**config.mk**
```make
export PLATFORM = sky130hd
export DESIGN_NAME = id_ex_stage
export DESIGN_NICKNAME = d
export VERILOG_FILES = /design/src/rtl/id_ex_stage.sv
export SDC_FILE = /design/constraint.sdc
export NUM_CORES = 1
export LEC_CHECK = 0
export ABC_CLOCK_PERIOD_IN_PS = 2980
export BUFFER_PORTS_ARGS = -buffer_cell sky130_fd_sc_hd__buf_2
export CELL_PAD_IN_SITES_DETAIL_PLACEMENT = 0
export CELL_PAD_IN_SITES_GLOBAL_PLACEMENT = 1
export CORE_ASPECT_RATIO = 1.75
export CORE_MARGIN = 2
export CORE_UTILIZATION = 37
export DETAILED_ROUTE_END_ITERATION = 7
export MAX_ROUTING_LAYER = met4
export PLACE_DENSITY_LB_ADDON = 0.1
export SETUP_SLACK_MARGIN = 0.5
export SLEW_MARGIN = 10
export SYNTH_ARGS = -nofsm -noshare
export SYNTH_HDL_FRONTEND = slang
export SYNTH_SLANG_ARGS = --single-unit
```
**constraint.sdc**
```tcl
create_clock -name clk -period 2.98 [get_ports clk]
set_input_delay 0.149 -clock clk [delete_from_list [all_inputs] [get_ports clk]]
set_output_delay 0.149 -clock clk [all_outputs]
set_load 0.01 [all_outputs]
```
**src/rtl/id_ex_stage.sv**
```systemverilog
// ID/EX pipeline register with operand forwarding into the ALU and load-use hazard detection.
// Holds the decoded ID fields for one cycle and presents forwarded operands combinationally in EX.
module id_ex_stage #(
   parameter int DATA_W  = 16,
   parameter int RADDR_W = 4,
   parameter int FUNCT_W = 4
) (
   input  logic               clk,
   input  logic               rst,
   input  logic               id_valid,
   input  logic [FUNCT_W-1:0] id_funct,
   input  logic [RADDR_W-1:0] id_rs1,
   input  logic [RADDR_W-1:0] id_rs2,
   input  logic [RADDR_W-1:0] id_rd,
   input  logic [DATA_W-1:0]  id_rd1,
   input  logic [DATA_W-1:0]  id_rd2,
   input  logic [DATA_W-1:0]  id_imm,
   input  logic               id_use_imm,
   input  logic               id_mem_read,
   input  logic               id_reg_write,
   input  logic               flush,
   input  logic               stall_in,
   input  logic               exm_reg_write,
   input  logic [RADDR_W-1:0] exm_rd,
   input  logic [DATA_W-1:0]  exm_result,
   input  logic               exm_r0_write,
   input  logic [DATA_W-1:0]  exm_r0,
   input  logic               wb_reg_write,
   input  logic [RADDR_W-1:0] wb_rd,
   input  logic [DATA_W-1:0]  wb_data,
   output logic [FUNCT_W-1:0] funct,
   output logic [DATA_W-1:0]  Rout1,
   output logic [DATA_W-1:0]  Rout2,
   output logic               ex_valid,
   output logic               ex_reg_write,
   output logic               ex_mem_read,
   output logic [RADDR_W-1:0] ex_rd,
   output logic               hazard_stall,
   output logic [15:0]        stall_count
);

   logic [RADDR_W-1:0] ex_rs1;
   logic [RADDR_W-1:0] ex_rs2;
   logic [DATA_W-1:0]  ex_rd1;
   logic [DATA_W-1:0]  ex_rd2;
   logic [DATA_W-1:0]  ex_imm;
   logic               ex_use_imm;

   logic rs1_hit;
   logic rs2_hit;
   logic load_bubble;
   logic count_hazard;

   // A load in EX cannot feed the instruction behind it, so ID waits one cycle.
   assign rs1_hit      = (id_rs1 == ex_rd);
   assign rs2_hit      = !id_use_imm && (id_rs2 == ex_rd);
   assign hazard_stall = id_valid && !stall_in && ex_valid && ex_mem_read && (rs1_hit || rs2_hit);

   assign load_bubble  = flush || hazard_stall || !id_valid;
   assign count_hazard = hazard_stall && !flush;

   always_ff @(posedge clk or posedge rst) begin
      if (rst) begin
         ex_valid     <= 1'b0;
         funct        <= '0;
         ex_rs1       <= '0;
         ex_rs2       <= '0;
         ex_rd        <= '0;
         ex_rd1       <= '0;
         ex_rd2       <= '0;
         ex_imm       <= '0;
         ex_use_imm   <= 1'b0;
         ex_reg_write <= 1'b0;
         ex_mem_read  <= 1'b0;
         stall_count  <= '0;
      end else if (!stall_in) begin
         if (load_bubble) begin
            ex_valid     <= 1'b0;
            funct        <= '0;
            ex_rs1       <= '0;
            ex_rs2       <= '0;
            ex_rd        <= '0;
            ex_rd1       <= '0;
            ex_rd2       <= '0;
            ex_imm       <= '0;
            ex_use_imm   <= 1'b0;
            ex_reg_write <= 1'b0;
            ex_mem_read  <= 1'b0;
         end else begin
            ex_valid     <= 1'b1;
            funct        <= id_funct;
            ex_rs1       <= id_rs1;
            ex_rs2       <= id_rs2;
            ex_rd        <= id_rd;
            ex_rd1       <= id_rd1;
            ex_rd2       <= id_rd2;
            ex_imm       <= id_imm;
            ex_use_imm   <= id_use_imm;
            ex_reg_write <= id_reg_write;
            ex_mem_read  <= id_mem_read;
         end
         if (count_hazard && (stall_count != 16'hFFFF)) begin
            stall_count <= stall_count + 16'd1;
         end
      end
   end

   // The mul/div R0 side result is the youngest write to R0, so it outranks the main EX/MEM result.
   always_comb begin
      Rout1 = ex_rd1;
      if (ex_valid) begin
         if (exm_r0_write && (ex_rs1 == '0)) begin
            Rout1 = exm_r0;
         end else if (exm_reg_write && (exm_rd == ex_rs1)) begin
            Rout1 = exm_result;
         end else if (wb_reg_write && (wb_rd == ex_rs1)) begin
            Rout1 = wb_data;
         end
      end
   end

   always_comb begin
      Rout2 = ex_rd2;
      if (ex_use_imm) begin
         Rout2 = ex_imm;
      end else if (ex_valid) begin
         if (exm_r0_write && (ex_rs2 == '0)) begin
            Rout2 = exm_r0;
         end else if (exm_reg_write && (exm_rd == ex_rs2)) begin
            Rout2 = exm_result;
         end else if (wb_reg_write && (wb_rd == ex_rs2)) begin
            Rout2 = wb_data;
         end
      end
   end

endmodule

```
### Yosys cells after proc, flatten, opt, wreduce, memory -nomap -nowiden

Index checks and enable logic that the tools add are counted.

* add/subtract/negate cells: 1
* equality and inequality tests: 7
* muxes and demuxes: 20
* bitwise logic cells: 1
* reduce and logical (&&, ||, !) cells: 23

Operator list (count)
* $mux 16: 12
* $eq 4x4->1: 6
* $add 16x1->16 const B: 1
* $mux 4: 4
* $ne 16x16->1 const B: 1
* $logic_and 1x1->1: 13
* $logic_not 4->1: 2
* $logic_not 1->1: 4
* $mux 1: 4
* $logic_or 1x1->1: 3
* $reduce_and 2->1: 1
* $not 1->1: 1

* bits in registers: 84
* input bits: 131

### Logic depth before layout (Yosys ltp)

* depth in word-level cells: 8
* gate-level depth with buffers: 8
* gate-level depth less buffers: 6

### Worst setup path before layout

OpenSTA, ideal clock, no wires.

* kind: reg-to-reg
* from: reg stall_count[0]
* to: reg stall_count[1]
* library setup time: 0.125 ns
* data arrival time: 1.746 ns
* required time: 2.855 ns
* slack: 1.109 ns
* cell stages (with the launch flop): 8
* period minus slack after synthesis: 1.871 ns
* path through: dfrtp_1 ha_1 and3_1 clkbuf_1 nand2_1 o31a_1 nand2_1 mux2_2

* longest elaborated chain between the ends: 3
* elaborated cells on any way between the ends: 4
* classes of those cells: 1 x add/sub; 1 x eq/ne; 2 x reduce/logical

RTL lines
* start, declared: RTL line 39 `output logic [15:0] stall_count`
* start signal, assigned: RTL line 103 `stall_count <= stall_count + 16'd1;`
* branches (longest 3 deep; another with $add 16x1->16)

Several ways; the timed one is not identified.
A chain may end at the register's enable or synchronous reset.

### Worst setup path in the final report

* from: reg ex_rs2[1]
* to: out Rout2[11]

* longest elaborated chain between the ends: 7
* elaborated cells on any way between the ends: 11
* classes of those cells: 2 x eq/ne; 5 x mux; 4 x reduce/logical

RTL lines
* start, declared: RTL line 43 `logic [RADDR_W-1:0] ex_rs2;`
* start signal, assigned: RTL line 93 `ex_rs2 <= id_rs2;`
* $eq 4x4->1: RTL line 131 `end else if (wb_reg_write && (wb_rd == ex_rs2)) begin`
* $logic_and 1x1->1: RTL line 131
* $mux 16: RTL line 131
* $mux 16: RTL line 129 `end else if (exm_reg_write && (exm_rd == ex_rs2)) begin`
* $mux 16 *: RTL line 127 `if (exm_r0_write && (ex_rs2 == '0)) begin`
* $mux 16 *: RTL line 126 `end else if (ex_valid) begin`
* $mux 16 *: RTL line 124 `if (ex_use_imm) begin`
* end, declared: RTL line 33 `output logic [DATA_W-1:0] Rout2,`

Mark *: on every way between the ends. The rest lies on a longest branch, timed or not.

==> reports/qor.yml <==
cts.hold.buffers_added: 0
slowest_cell_on_the_critical_path: "or4b_4"
combined_area_of_the_multi_input_logic_cells_um2: 2700
clock_path_buffers: 2
synth_top_cells_by_count: "84 x dfrtp_1, 67 x a22o_1, 39 x nand2_1"
detail-route-antenna-nets: 0
synth_seq_cells: 84
worstMarginPinSlew_ns: 1.03
grt_max_degree: 71
post-route-period-util_pct: 81.7
initialDrtViolationCount: 219
post_drt_wl_per_cell_um: 21.6
crit_path_frequent_cell: "o21ai_1"
synth_cell_type_count: 41
overall_global_routing_usage_pct: 26.0
synthesis.instances: 504
cp.buffers_inverters: 2
route.final.wire_length_mm: 18.8
final.fill_count: 1328
post_route_cells_drive_above_1_share_pct: 35.8
finalPower_mw: 3.08
timing.fmax_ghz: 0.411
leakagePower_nw: 3.07
fin_hold_ws_ns: -0.00841
grt_antenna_before_repair: 2
die_w_um: 92.3
clock_skew_ns: 0.00807
wire_length_of_the_first_global_routing_pass_mm: 27.9
hold_violations: 2
r2r_end: "ex_rd1[14]"
run_status: "finished with violations"
synth_area_leader_cell: "dfrtp_1"
postLayoutCoreUtil_pct: 49.0
total_cts_buffers: 9
grt_most_used_layer: "met2"
post-route-min-period_ns: 2.43
post-synth-top-area-fraction_pct: 41.6
placement_rows: 56
die_h_um: 159
cpPeakStageDelay_ns: 0.62
maximum_resistive_drop_on_vdd_mv: 0.395
port-buffer-count: 190
final_nets: 823
max-slew-margin-rel_pct: 31.0
drt_pre_antenna_iters: 6
worstSetupStartpoint: "ex_rs2[1]"
path_class: "reg -> out"
htreeDepth: 3
dp_worst_setup_slack_ns: 0.421
postSynth.topFlopCell: "dfrtp_1"
area_delta_synth_final_pct: 29.7
total_count_of_max_transition_violations_in_the_final_report: 0
grt_setup_unrepaired: "yes"
number_of_global_route_vias_before_repair: 5001
groute.layer.met2.usage_pct: 46.1
postLayoutCellArea_um2: 6560
synthMostInstantiatedCell: "dfrtp_1"
grt_util_met3_pct: 4.16
worstSetupEndpointType: "output pin"
timing.critical_path.max_delay_family: "simple AND/OR/NAND/NOR gates"
post-route-worst-setup-slack_ns: 0.546
mappedNetlistArea_um2: 5050
asyncSetResetFlopFracSynth_pct: 100
max_cap_viol_count: 0
timing.reg2reg.worst_path_depth: 6
yosysWarningCount: 0
timing.critical_path.arrival_ns: 2.28
tns_ns: 0
drc: 0
critical_path_peak_fanout: 7
synth-edff-count: 0
clock_tree_from_tritoncts: "yes"
crit_path_start_kind: "register"
seqCellArea_um2: 2110
numPlacedInstances: 841
min-delay-path-class: "in -> async"
r2r_slack_ns: 0.86
final_cell_count_no_fill: 872
post_synth.cell_area_avg_um2: 10.0
detailroute.via_count: 4910
place_congestion: 0.917
initial_core_util_pct: 37.8
globalRouteOverflowTotal: 0
die_area_um2: 14600
numClockSinks: 84
critical_path.cell_chain: "or4b_4 > buf_12 > o2111ai_1 > o2bb2ai_1 > o21ai_1 > o21ai_1 > buf_2"
violations: "hold timing"
place.detailed.hpwl_mm: 13.8
synth_nets: 636
top_level_ports: 191
finalSetupViolCount: 0
power.density_cell_area_nw_per_um2: 469
cts.clk_slew.worst_paths_ns: 0.07
avgViaCountPerCell: 5.63
floorplan.core_area_um2: 13400
synth_area_leaders: "dfrtp_1 42%, a22o_1 12%, mux2i_1 6.3%, xnor2_1 5.2%, nand2_1 2.9%"
clkLatencyLatePin_ns: 0.34
groute.layer.met1.usage_pct: 27.9
placed_cell_area_um2: 6110
worst_r2r_startpoint: "ex_rd[1]"
synth.yosys.seq_area_share_pct: 41.6
cts_root_buf: "clkbuf_16"
critPathRequiredTime_ns: 2.83
worst max-delay path by stage:
| stage | end | slack (ns) | cells past startpoint |
|---|---|---|---|
| after floorplan | ex_imm[0] | 0.67 | 1 |
| after global placement | Rout2[13] | 0.46 | 6 |
| after detailed placement | Rout2[13] | 0.42 | 6 |
| after CTS | Rout2[13] | 0.50 | 7 |
| after global routing | Rout2[6] | 0.48 | 7 |
| final | Rout2[11] | 0.55 | 7 |
placed cells by master, fill, tap and decap left out, types with 21 or more instances in the layout:
cell type / instances
a22o_1: 67
buf_2: 190
buf_4: 25
dfrtp_1: 81
mux2i_1: 32
nand2_1: 38
nor2_1: 21
o21ai_0: 27
o21ai_1: 21
xnor2_1: 30
cells by family (layout without fill, tap and decap cells):
family	count (synthesis)	after routing	synth area share (%)
adder cells (fa/ha/maj)	1	1	0.248
flip-flops	84	84	41.6
buffers and inverters	59	250	5.57
AND/OR/NAND/NOR	104	105	11.2
multiplexers	33	33	6.56
AO/OA/AOI/OAI	184	184	28.1
XOR/XNOR	39	39	6.76
other	0	2	0
registers in the layout, indices dropped and copies added, names as in the netlist:
register / cells
ex_rd1: 16
ex_rd2: 16
ex_rs2: 4
ex_valid: 1
ex_rs1: 4
ex_rd: 4
ex_imm: 16
funct: 4
ex_mem_read: 1
ex_reg_write: 1
ex_use_imm: 1
stall_count: 16
final cells by class:
cell class	count	share of cell area, %
antenna	2	0.0763
tap	174	3.32
clock inverter	6	1.11
sequential	84	32.1
inverter	18	1.05
clock buffer	10	3.49
timing repair buffer	216	17.7
multi-input combinational	362	41.2
routing by layer:
layer	part of all wire (%)	wire [µm]	vias up
li1	-	-	2293
met1	37	7060	2389
met2	53	10000	191
met3	5.3	991	37
met4	4.2	794	0
met5	0	0	-
what timing repair did:
item,4_1_cts,5_1_grt
pin swaps,2,2
setup endpoints to repair,32,32
gates cloned,1,0
buffers inserted,8,4
gates resized for setup,4,6
report_power, final:
group | switching [mW] | internal [mW] | leakage, nW
Clock | 0.505 | 0.660 | 0.137
Combinational | 0.383 | 0.287 | 1.79
Sequential | 0.0502 | 1.19 | 1.14
(Power assumes the default switching activity.)
